<file path="config.mk">
export PLATFORM = sky130hd
export DESIGN_NAME = ga_sync_irq
export DESIGN_NICKNAME = d
export VERILOG_FILES = /design/src/rtl/ga_sync_irq.sv
export SDC_FILE = /design/constraint.sdc
export NUM_CORES = 1
export LEC_CHECK = 0
export BUFFER_PORTS_ARGS = -buffer_cell sky130_fd_sc_hd__buf_2
export CELL_PAD_IN_SITES_DETAIL_PLACEMENT = 2
export CELL_PAD_IN_SITES_GLOBAL_PLACEMENT = 2
export CORE_MARGIN = 3
export CORE_UTILIZATION = 38
export DETAILED_ROUTE_END_ITERATION = 6
export GPL_TIMING_DRIVEN = 0
export MAX_ROUTING_LAYER = met4
export PLACE_DENSITY = 0.84
export SYNTH_ARGS = -nofsm -noshare
export SYNTH_HDL_FRONTEND = slang
export SYNTH_SLANG_ARGS = --single-unit
</file>
<file path="constraint.sdc">
create_clock -name CLOCK -period 2.43 [get_ports CLOCK]
set_input_delay 0.486 -clock CLOCK [delete_from_list [all_inputs] [get_ports CLOCK]]
set_output_delay 0.486 -clock CLOCK [all_outputs]
set_load 0.05 [all_outputs]
</file>
<file path="src/rtl/ga_sync_irq.sv">
// Gate-array sync/interrupt stage: shapes CRTC HSYNC/VSYNC for the monitor,
// runs the 52-line raster interrupt counter and latches the screen mode at HSYNC.
module ga_sync_irq #(
    parameter int INT_LINES = 52,
    parameter int MHS_DELAY = 2,
    parameter int MHS_WIDTH = 4,
    parameter int MVS_DELAY = 2,
    parameter int MVS_WIDTH = 4
) (
    input  logic       CLOCK,
    input  logic       nRESET,
    input  logic       CLKEN,
    input  logic       HSYNC_I,
    input  logic       VSYNC_I,
    input  logic       IRQ_ACK,
    input  logic       R52_CLR,
    input  logic       MODE_WR,
    input  logic [1:0] MODE_DI,
    output logic       HSYNC_O,
    output logic       VSYNC_O,
    output logic       INT,
    output logic [1:0] MODE,
    output logic [5:0] R52
);

    localparam logic [5:0] INT_LINES_C = 6'(INT_LINES);
    localparam logic [4:0] MHS_LO      = 5'(MHS_DELAY);
    localparam logic [4:0] MHS_HI      = 5'(MHS_DELAY + MHS_WIDTH);
    localparam logic [4:0] MVS_LO      = 5'(MVS_DELAY);
    localparam logic [4:0] MVS_HI      = 5'(MVS_DELAY + MVS_WIDTH);

    logic       hs_prev_q, hs_prev_d;
    logic       vs_prev_q, vs_prev_d;
    logic [3:0] hs_cnt_q, hs_cnt_d;
    logic [3:0] mvs_cnt_q, mvs_cnt_d;
    logic       vs_armed_q, vs_armed_d;
    logic [1:0] vs_cnt_q, vs_cnt_d;
    logic [5:0] r52_q, r52_d;
    logic       int_q, int_d;
    logic [1:0] mode_q, mode_d;
    logic [1:0] mode_pend_q, mode_pend_d;

    logic hs_rise, hs_fall, vs_rise;
    logic resync, wrap, set_int;

    assign hs_rise = CLKEN &  HSYNC_I & ~hs_prev_q;
    assign hs_fall = CLKEN & ~HSYNC_I &  hs_prev_q;
    assign vs_rise = CLKEN &  VSYNC_I & ~vs_prev_q;
    assign resync  = hs_fall & vs_armed_q & (vs_cnt_q == 2'd1);
    assign wrap    = hs_fall & ((r52_q + 6'd1) == INT_LINES_C);

    always_comb begin
        hs_prev_d   = CLKEN ? HSYNC_I : hs_prev_q;
        vs_prev_d   = CLKEN ? VSYNC_I : vs_prev_q;

        // Counting from the low level keeps the count at zero on the rise
        // sample, so no stale count from a short previous pulse can glitch.
        hs_cnt_d = hs_cnt_q;
        if (CLKEN) begin
            if (!HSYNC_I) begin
                hs_cnt_d = 4'd0;
            end else if (hs_cnt_q != 4'hF) begin
                hs_cnt_d = hs_cnt_q + 4'd1;
            end
        end

        mvs_cnt_d = mvs_cnt_q;
        if (CLKEN) begin
            if (!VSYNC_I || vs_rise) begin
                mvs_cnt_d = 4'd0;
            end else if (hs_fall && (mvs_cnt_q != 4'hF)) begin
                mvs_cnt_d = mvs_cnt_q + 4'd1;
            end
        end

        vs_armed_d = vs_armed_q;
        vs_cnt_d   = vs_cnt_q;
        if (vs_rise) begin
            vs_armed_d = 1'b1;
            vs_cnt_d   = 2'd0;
        end else if (resync) begin
            vs_armed_d = 1'b0;
        end else if (hs_fall && vs_armed_q) begin
            vs_cnt_d = vs_cnt_q + 2'd1;
        end

        set_int = 1'b0;
        r52_d   = r52_q;
        int_d   = int_q;
        if (R52_CLR) begin
            r52_d = 6'd0;
            int_d = 1'b0;
        end else begin
            if (resync) begin
                r52_d   = 6'd0;
                set_int = r52_q[5];
            end else if (wrap) begin
                r52_d   = 6'd0;
                set_int = 1'b1;
            end else if (hs_fall) begin
                r52_d = r52_q + 6'd1;
            end
            // A new interrupt in the same clock wins over the acknowledge.
            if (set_int) begin
                int_d = 1'b1;
            end else if (IRQ_ACK) begin
                int_d = 1'b0;
                r52_d = r52_d & 6'h1F;
            end
        end

        mode_pend_d = MODE_WR ? MODE_DI : mode_pend_q;
        mode_d      = hs_rise ? mode_pend_d : mode_q;
    end

    always_ff @(posedge CLOCK or negedge nRESET) begin
        if (!nRESET) begin
            hs_prev_q   <= 1'b0;
            vs_prev_q   <= 1'b0;
            hs_cnt_q    <= 4'd0;
            mvs_cnt_q   <= 4'd0;
            vs_armed_q  <= 1'b0;
            vs_cnt_q    <= 2'd0;
            r52_q       <= 6'd0;
            int_q       <= 1'b0;
            mode_q      <= 2'd0;
            mode_pend_q <= 2'd0;
        end else begin
            hs_prev_q   <= hs_prev_d;
            vs_prev_q   <= vs_prev_d;
            hs_cnt_q    <= hs_cnt_d;
            mvs_cnt_q   <= mvs_cnt_d;
            vs_armed_q  <= vs_armed_d;
            vs_cnt_q    <= vs_cnt_d;
            r52_q       <= r52_d;
            int_q       <= int_d;
            mode_q      <= mode_d;
            mode_pend_q <= mode_pend_d;
        end
    end

    assign HSYNC_O = HSYNC_I & ({1'b0, hs_cnt_q} >= MHS_LO) & ({1'b0, hs_cnt_q} < MHS_HI);
    assign VSYNC_O = VSYNC_I & ({1'b0, mvs_cnt_q} >= MVS_LO) & ({1'b0, mvs_cnt_q} < MVS_HI);
    assign INT     = int_q;
    assign MODE    = mode_q;
    assign R52     = r52_q;

endmodule

</file>
=== After elaboration in Yosys (flattened, before gate mapping) ===
Cells that the tools add are included.

* Multiplexer cells: 22
* Bitwise gates (word level): 16
* Reductions and logical operators: 11
* Add/sub/neg operators: 4
* Order comparisons: 4
* Equality and inequality tests: 6

{| class="wikitable"
|+ Operators with widths
! operator !! count
|-
| 2-to-1 mux 6 bit || 6
|-
| 2-to-1 mux 4 bit || 4
|-
| bitwise AND 1 bit || 13
|-
| adder 4 x 1 -> 4 bit, second input constant || 2
|-
| greater-or-equal comparator 4 x 2 -> 1 bit, second input constant || 2
|-
| < comparator 4 x 3 -> 1 bit, second input constant || 2
|-
| 2-to-1 mux 1 bit || 8
|-
| 2-to-1 mux 2 bit || 4
|-
| != test 4 bit, second input constant || 2
|-
| adder 6 x 1 -> 6 bit, second input constant || 1
|-
| == test 6 bit, second input constant || 1
|-
| AND reduction 2 bit || 3
|-
| nonzero test 2 bit || 3
|-
| inverter 1 bit || 3
|-
| nonzero test 3 bit || 1
|-
| adder 2 x 1 -> 2 bit, second input constant || 1
|-
| == test 2 x 1 -> 1 bit, second input constant || 1
|-
| logical AND 1 bit || 2
|-
| != test 2 x 1 -> 1 bit, second input constant || 1
|-
| != test 2 bit, second input constant || 1
|-
| zero test 1 bit || 1
|-
| logical OR 1 bit || 1
|}

* Logic and storage cells: 73
* Flip-flop bits (word level): 24

=== Depth between registers and ports, before layout ===
Gate-level depths: netlist of the first run.

* Depth in word-level cells: 9
* Depth in mapped cells: 6

=== Worst setup path before layout of the first run ===
Ideal clock, no wire load.

* Kind: register to output
* Start: register hs_cnt_q[0]
* End: output HSYNC_O
* Cell stages (with the launch flop): 5
* Slack: -1170 ps
* Arrival time: 3114 ps
* Cell sequence: dfrtp_1 > inv_1 > ha_1 > nor3_1 > a2111oi_0

* Cells in the longest elaborated chain, start to end: 3

{| class="wikitable"
|+ Ends and longest elaborated chain
! element !! line !! text
|-
| start: declaration || 34 || <nowiki>logic [3:0] hs_cnt_q, hs_cnt_d;</nowiki>
|-
| start signal: assignment || 131 || <nowiki>hs_cnt_q <= hs_cnt_d;</nowiki>
|-
| greater-or-equal comparator 4 x 2 -> 1 bit || 142 || <nowiki>assign HSYNC_O = HSYNC_I & ({1'b0, hs_cnt_q} >= MHS_LO) & ({1'b0, hs_cnt_q} < MHS_HI);</nowiki>
|-
| bitwise AND 1 bit || 142 ||
|-
| bitwise AND 1 bit * || 142 ||
|-
| end: declaration || 19 || <nowiki>output logic HSYNC_O,</nowiki>
|}

Every way passes the cells marked *; elsewhere a longest branch is shown, timed or not.

=== Final worst setup path of the first run ===
Ends and elaborated chain as after synthesis.

==> flow_summary.toml, run 1 <==
[status]
outcome = "complete, no violations"

[logic_synthesis]
synthesis.area_um2 = 1423
yosysWarnings = 0
syn-num-nets = 164
yosysSeqAreaShare = 0.4222
ys_seq_elements = 24
yosysUniqueCellTypes = 43
syn_inst = 147
synth.avg_cell_area_um2 = 9.678

[route]
drtPass1Iterations = 4
routed_via_density = 5.645
drc_errors = 0
wire_per_inst_um = 18.63
vias = 1225
ant_nets = 0
drtIter0Drc = 53
routed_wl_um = 4043

[timing]
drv_slew = 0
period_needed_ns = 2.173
setup_violations = 0
hold_violations = 0
fin_setup_tns_ns = 0
worst_pin_slew_ns = 0.5668
clock.fmax_mhz = 460.1
rsz0062_at_grt = "false"
fin_skew_ns = 0.001121
finalCritPeriodShare = 0.8944
relSlewSlack = 0.6221

[clock_tree]
cts_tree = "yes"
clkSlewWorstSetupHoldPaths_ns = 0.09
cts_inserted_buffers = 3
cts_hold_buf = 0
cts-root-buf = "clkbuf_8"
cts_resized = 0
clock_path_buffers = 2
clk_latency_ns = 0.27
cts.htree.levels = 1
clock-sinks = 24
post_cts_buffers = 0

[critical_path]
r2r-end = "R52[0]$_DFFE_PN0P_"
slowest_stage = "dfrtp_1"
cp-startpoint = "hs_cnt_q[0]$_DFFE_PN0P_"
crit_path_max_incr_delay_ns = 0.43
cp-endpoint = "HSYNC_O"
crit_required_ns = 1.94
r2r-start = "R52[0]$_DFFE_PN0P_"
worst_r2r_path_depth = 5
critical_path_class = "reg2out"
worst-path-max-fanout = 4
arrival_ns = 1.69
path_cells = "inv_1 -> ha_1 -> nor3_1 -> a2111oi_2 -> buf_2"
endpoint_kind = "primary output"
rrSetupSlack_ns = 0.42
crit_path_start_kind = "flop"

[floorplanning]
num_rows = 21
floorplan.die_area_um2 = 4514
die_x_um = 67.19
boundaryPins = 21
initial_core_util = 0.4102
fp.dieH_um = 67.19
core_area_um2 = 3468

[finish]
final_cells = 217
final_cell_mix = "24 x dfrtp_1, 22 x buf_2, 12 x inv_1, 10 x nand2_1"
diodes = 0
final_common_cell = "dfrtp_1"
stdcell_area_um2 = 1664
drive_gt1_frac = 0.2222
num-nets-final = 189
area.growth.synth_to_final_pct = 16.97
num-fill-cells = 400

[placed_design]
hpwlAfterDp_um = 3011
place_congestion = 0.8127
place.port_buffers = 20
placed_cells = 213
place_area_um2 = 1593

[pwr]
powerDensity_nw_per_um2 = 671.1
ir_drop_mv = 0.2357
p_leak_nw = 0.7543

[grt]
antenna_found_initial = 0
grt_max_degree = 25
gr-total-overflow = 0
grt_pass1_wl_um = 6920
grt_pass1_vias = 1360
track_usage = 0.2090

[run]
cap_violations = 0

[min_path]
hold_class = "in2async"
==> sequential cells by signal (all words and copies together), names as in the netlist <==
register,count
R52,6
hs_cnt_q,4
vs_armed_q,1
INT,1
vs_cnt_q,2
hs_prev_q,1
vs_prev_q,1
mvs_cnt_q,4
MODE,2
mode_pend_q,2
==> kinds of logic (layout without fill, tap and decap cells) <==
kind of cell,count (synthesis),count (layout),synth area share
flip-flops,24,24,0.4222
AO/OA/AOI/OAI,40,40,0.2041
buffers and inverters,16,40,0.04398
XOR/XNOR,3,3,0.01847
multiplexers,6,6,0.04661
adder cells (fa/ha/maj),7,7,0.06156
AND/OR/NAND/NOR,51,51,0.2032
==> metrics by stage <==
step | worst slack [ns] | hold slack [ns] | utilization | power, mW
after floorplan | 0.1723 | 0.1904 | - | 0.6753
after CTS | 0.2308 | 0.2031 | 0.4798 | 1.130
after global placement | 0.5497 | 0.4818 | 0.4592 | 0.7365
after detailed placement | 0.4529 | 0.4886 | 0.4592 | 0.7654
after global routing | 0.1146 | 0.2107 | 0.4798 | 1.183
final | 0.2566 | 0.1969 | 0.4798 | 1.117
==> critical path: cells and delay by family (launching register included) <==
kind | cells | cell delay [ns]
adder cells (fa/ha/maj) | 1 | 0.16
flip-flops | 1 | 0.43
AND/OR/NAND/NOR | 1 | 0.05
AO/OA/AOI/OAI | 1 | 0.33
buffers and inverters | 2 | 0.44
==> synthesized netlist by cell type (all sizes together) <==
| library cell | instances | area [um2] |
|---|---|---|
| dfrtp | 24 | 600.6 |
| inv | 12 | 45.04 |
| nand2 | 11 | 43.80 |
| a21oi | 7 | 35.03 |
| ha | 7 | 87.58 |
| nand3 | 7 | 40.04 |
| o21ai | 7 | 35.03 |
| a31oi | 6 | 37.54 |
| nand3b | 6 | 45.04 |
| nor2 | 6 | 22.52 |
| nor3 | 6 | 30.03 |
| mux2 | 5 | 56.30 |
| o22ai | 4 | 25.02 |
| or3 | 4 | 30.03 |
| a2111oi | 3 | 45.05 |
| a22o | 2 | 17.52 |
| and2 | 2 | 12.51 |
| buf | 2 | 10.01 |
| clkbuf | 2 | 7.510 |
| nand2b | 2 | 12.51 |
| o31ai | 2 | 15.01 |
| o41ai | 2 | 17.52 |
| xnor2 | 2 | 17.52 |
| a211oi | 1 | 7.510 |
| a21bo | 1 | 10.01 |
| a21o | 1 | 7.510 |
| a32o | 1 | 10.01 |
| a41o | 1 | 10.01 |
| a41oi | 1 | 8.760 |
| and2b | 1 | 7.510 |
| and3 | 1 | 6.260 |
| and3b | 1 | 8.760 |
| mux2i | 1 | 10.01 |
| nor2b | 1 | 6.260 |
| nor3b | 1 | 7.510 |
| nor4b | 1 | 8.760 |
| o2bb2ai | 1 | 8.760 |
| or4 | 1 | 7.510 |
| xor2 | 1 | 8.760 |
==> where the power goes <==
group	switching [mW]	internal, mW
Combinational	0.170	0.0927
Sequential	0.0494	0.448
Clock	0.137	0.220
==> cell type report <==
cell class / instances / area, um2 / area share
inverter: 12 / 45.04 / 0.02707
multi-input combinational: 107 / 772.0 / 0.4639
clock buffer: 3 / 41.29 / 0.02481
tap: 46 / 57.56 / 0.03459
sequential: 24 / 600.6 / 0.3609
timing repair buffer: 20 / 100.1 / 0.06015
buffer: 4 / 17.52 / 0.01053
clock inverter: 1 / 30.03 / 0.01805
==> routing by layer <==
metal | GRT usage | part of all wire | up-vias
li1 | - | - | 590
met1 | 0.2607 | 0.44 | 616
met2 | 0.3669 | 0.54 | 17
met3 | 0.01997 | 0.020 | 2
met4 | 0.04557 | 0.0054 | 0
met5 | - | 0 | -
==> how the worst min path moves through the flow <==
stage                                        start                  endpoint  slack (ns)  cells after the start
after CTS                                   nRESET  mode_pend_q[1]$_DFF_PN0_        0.20                      1
after global routing                        nRESET           INT$_DFFE_PN0P_        0.21                      1
final                                       nRESET           INT$_DFFE_PN0P_        0.20                      1
after global placement         MODE[1]$_DFFE_PN0P_       MODE[1]$_DFFE_PN0P_        0.48                      1
after floorplan                             nRESET           INT$_DFFE_PN0P_        0.19                      0
after detailed placement  mode_pend_q[0]$_DFF_PN0_  mode_pend_q[0]$_DFF_PN0_        0.49                      1
Power figures use the tool's default switching activity.
==> inputs of run 2 (changes only) <==
--- a/config.mk
+++ b/config.mk
@@ -8,7 +8,7 @@
 export BUFFER_PORTS_ARGS = -buffer_cell sky130_fd_sc_hd__buf_2
 export CELL_PAD_IN_SITES_DETAIL_PLACEMENT = 2
 export CELL_PAD_IN_SITES_GLOBAL_PLACEMENT = 2
-export CORE_MARGIN = 3
+export CORE_MARGIN = 1
 export CORE_UTILIZATION = 38
 export DETAILED_ROUTE_END_ITERATION = 6
 export GPL_TIMING_DRIVEN = 0
==> run 2 against run 1 <==
Against the previous run: cell count did not move; sequential power barely moved; count of clock-buffer cells in the layout did not move; wire length rose by 0.54%; via count rose by 1.5%; non-clock buffer count did not move; combinational power barely moved; design area rose by 0.15%; maximum frequency fell by 6.1%.
==> flow_summary.toml, run 2 (synthesis gave the netlist of run 1 again) <==
[floorplanning]
num_rows = 21
boundaryPins = 21
fp.dieH_um = 63.19
die_x_um = 63.19
floorplan.die_area_um2 = 3992
core_area_um2 = 3468
initial_core_util = 0.4102

[placed_design]
pre_cts_ws_ns = 0.4575
place_congestion = 0.7762
place.port_buffers = 20
hpwlAfterDp_um = 2961

[grt]
grt_pass1_wl_um = 6948
antenna_found_initial = 0
gr-total-overflow = 0
grt_max_degree = 25
grt_pass1_vias = 1404
track_usage = 0.2341

[min_path]
hold_class = "in2async"

[pwr]
clkPwrFrac = 0.320
ir_drop_mv = 0.3327
netSwitchingFraction = 0.3171
seqPwrFrac = 0.446
p_sw_mw = 0.3535
combPwrFrac = 0.235
powerDensity_nw_per_um2 = 669.0
p_leak_nw = 0.7540
p_int_mw = 0.7614

[critical_path]
arrival_ns = 1.83
crit_required_ns = 1.94
rrSetupSlack_ns = 0.46
crit_path_start_kind = "flop"
worst_r2r_path_depth = 5
critical_path_class = "reg2out"
worst-path-max-fanout = 4
endpoint_kind = "primary output"

[timing]
clock.fmax_mhz = 432.2
fin_setup_tns_ns = 0
period_needed_ns = 2.314
relSlewSlack = 0.6354
finalCritPeriodShare = 0.9521
fin_skew_ns = 0.005232
rsz0062_at_grt = "false"
drv_slew = 0
hold_violations = 0
setup_ws_ns = 0.1164
worst_pin_slew_ns = 0.5469
setup_violations = 0

[status]
outcome = "complete, no violations"

[route]
vias = 1243
routed_via_density = 5.728
drtPass1Iterations = 4
routed_wl_um = 4065
drtIter0Drc = 41
wire_per_inst_um = 18.73
ant_nets = 0
drc_errors = 0

[finish]
num-fill-cells = 386
drive_gt1_frac = 0.2222
area.growth.synth_to_final_pct = 17.15
final_common_cell = "dfrtp_1"
largest_reg_flops = 6
final_cell_mix = "24 x dfrtp_1, 21 x buf_2, 12 x inv_1, 10 x nand2_1"
diodes = 0
utilization = 0.4805
num-nets-final = 189

[clock_tree]
clkSlewWorstSetupHoldPaths_ns = 0.09
cts_resized = 0
cts.htree.levels = 1
cts_hold_buf = 0
cts_tree = "yes"
clock-sinks = 24
post_cts_buffers = 0
cts-root-buf = "clkbuf_8"
cts_inserted_buffers = 3
clk_latency_ns = 0.27
clock_path_buffers = 2

[run]
cap_violations = 0
-- run 2: power by group through the flow --
stage,Sequential (mW),Clock (mW),Combinational [mW]
after floorplan,0.527,0,0.149
after global placement,0.497,0,0.240
after detailed placement,0.504,0,0.261
after CTS,0.498,0.367,0.266
after global routing,0.504,0.378,0.291
final,0.497,0.356,0.262
-- run 2: stage by stage --
stage / total power, mW / hold WS, ns / std cells / cell area (um2)
after CTS: 1.131 / 0.2027 / 217 / 1664
final: 1.115 / 0.1894 / 217 / 1667
after global placement: 0.7364 / 0.4820 / 213 / 1593
after detailed placement: 0.7654 / 0.4836 / 213 / 1593
after floorplan: 0.6753 / 0.1904 / 147 / 1435
after global routing: 1.174 / 0.2157 / 217 / 1667
-- run 2: final cells by class --
cell class              instances  area, um2  share of cell area
well taps                      46      57.56             0.03453
multi-input cells             107      772.0              0.4632
plain buffers                   4      17.52             0.01051
inverters                      12      45.04             0.02703
repair buffers                 20      102.6             0.06156
flip-flops and latches         24      600.6              0.3604
clock buffers                   3      41.29             0.02477
clock inverters                 1      30.03             0.01802
-- run 2: worst paths after layout --
check	end	start
setup / recovery	HSYNC_O	hs_cnt_q[0]$_DFFE_PN0P_
hold reg to reg	mode_pend_q[0]$_DFF_PN0_	mode_pend_q[0]$_DFF_PN0_
max in group asynchronous	vs_armed_q$_DFFE_PN0P_	nRESET
min in group CLOCK	mode_pend_q[0]$_DFF_PN0_	MODE_DI[0]
setup reg to reg	R52[0]$_DFFE_PN0P_	R52[0]$_DFFE_PN0P_
hold / removal	mvs_cnt_q[1]$_DFFE_PN0P_	nRESET
-- run 2: worst max-delay path: stages, from the launching register on --
cell and delay [ns]:
dfrtp_1 0.42, inv_1 0.12, ha_1 0.18, nor3_1 0.06, a2111oi_2 0.43, clkbuf_4 0.33
-- run 2: layer usage --
metal	wire length, um	share of wire	up-vias	global-route usage
met5	0	0	-	-
met4	88	0.022	0	0.1080
met3	63	0.015	7	0.02355
met2	2192	0.54	14	0.4194
met1	1720	0.42	625	0.2600
li1	-	-	597	-
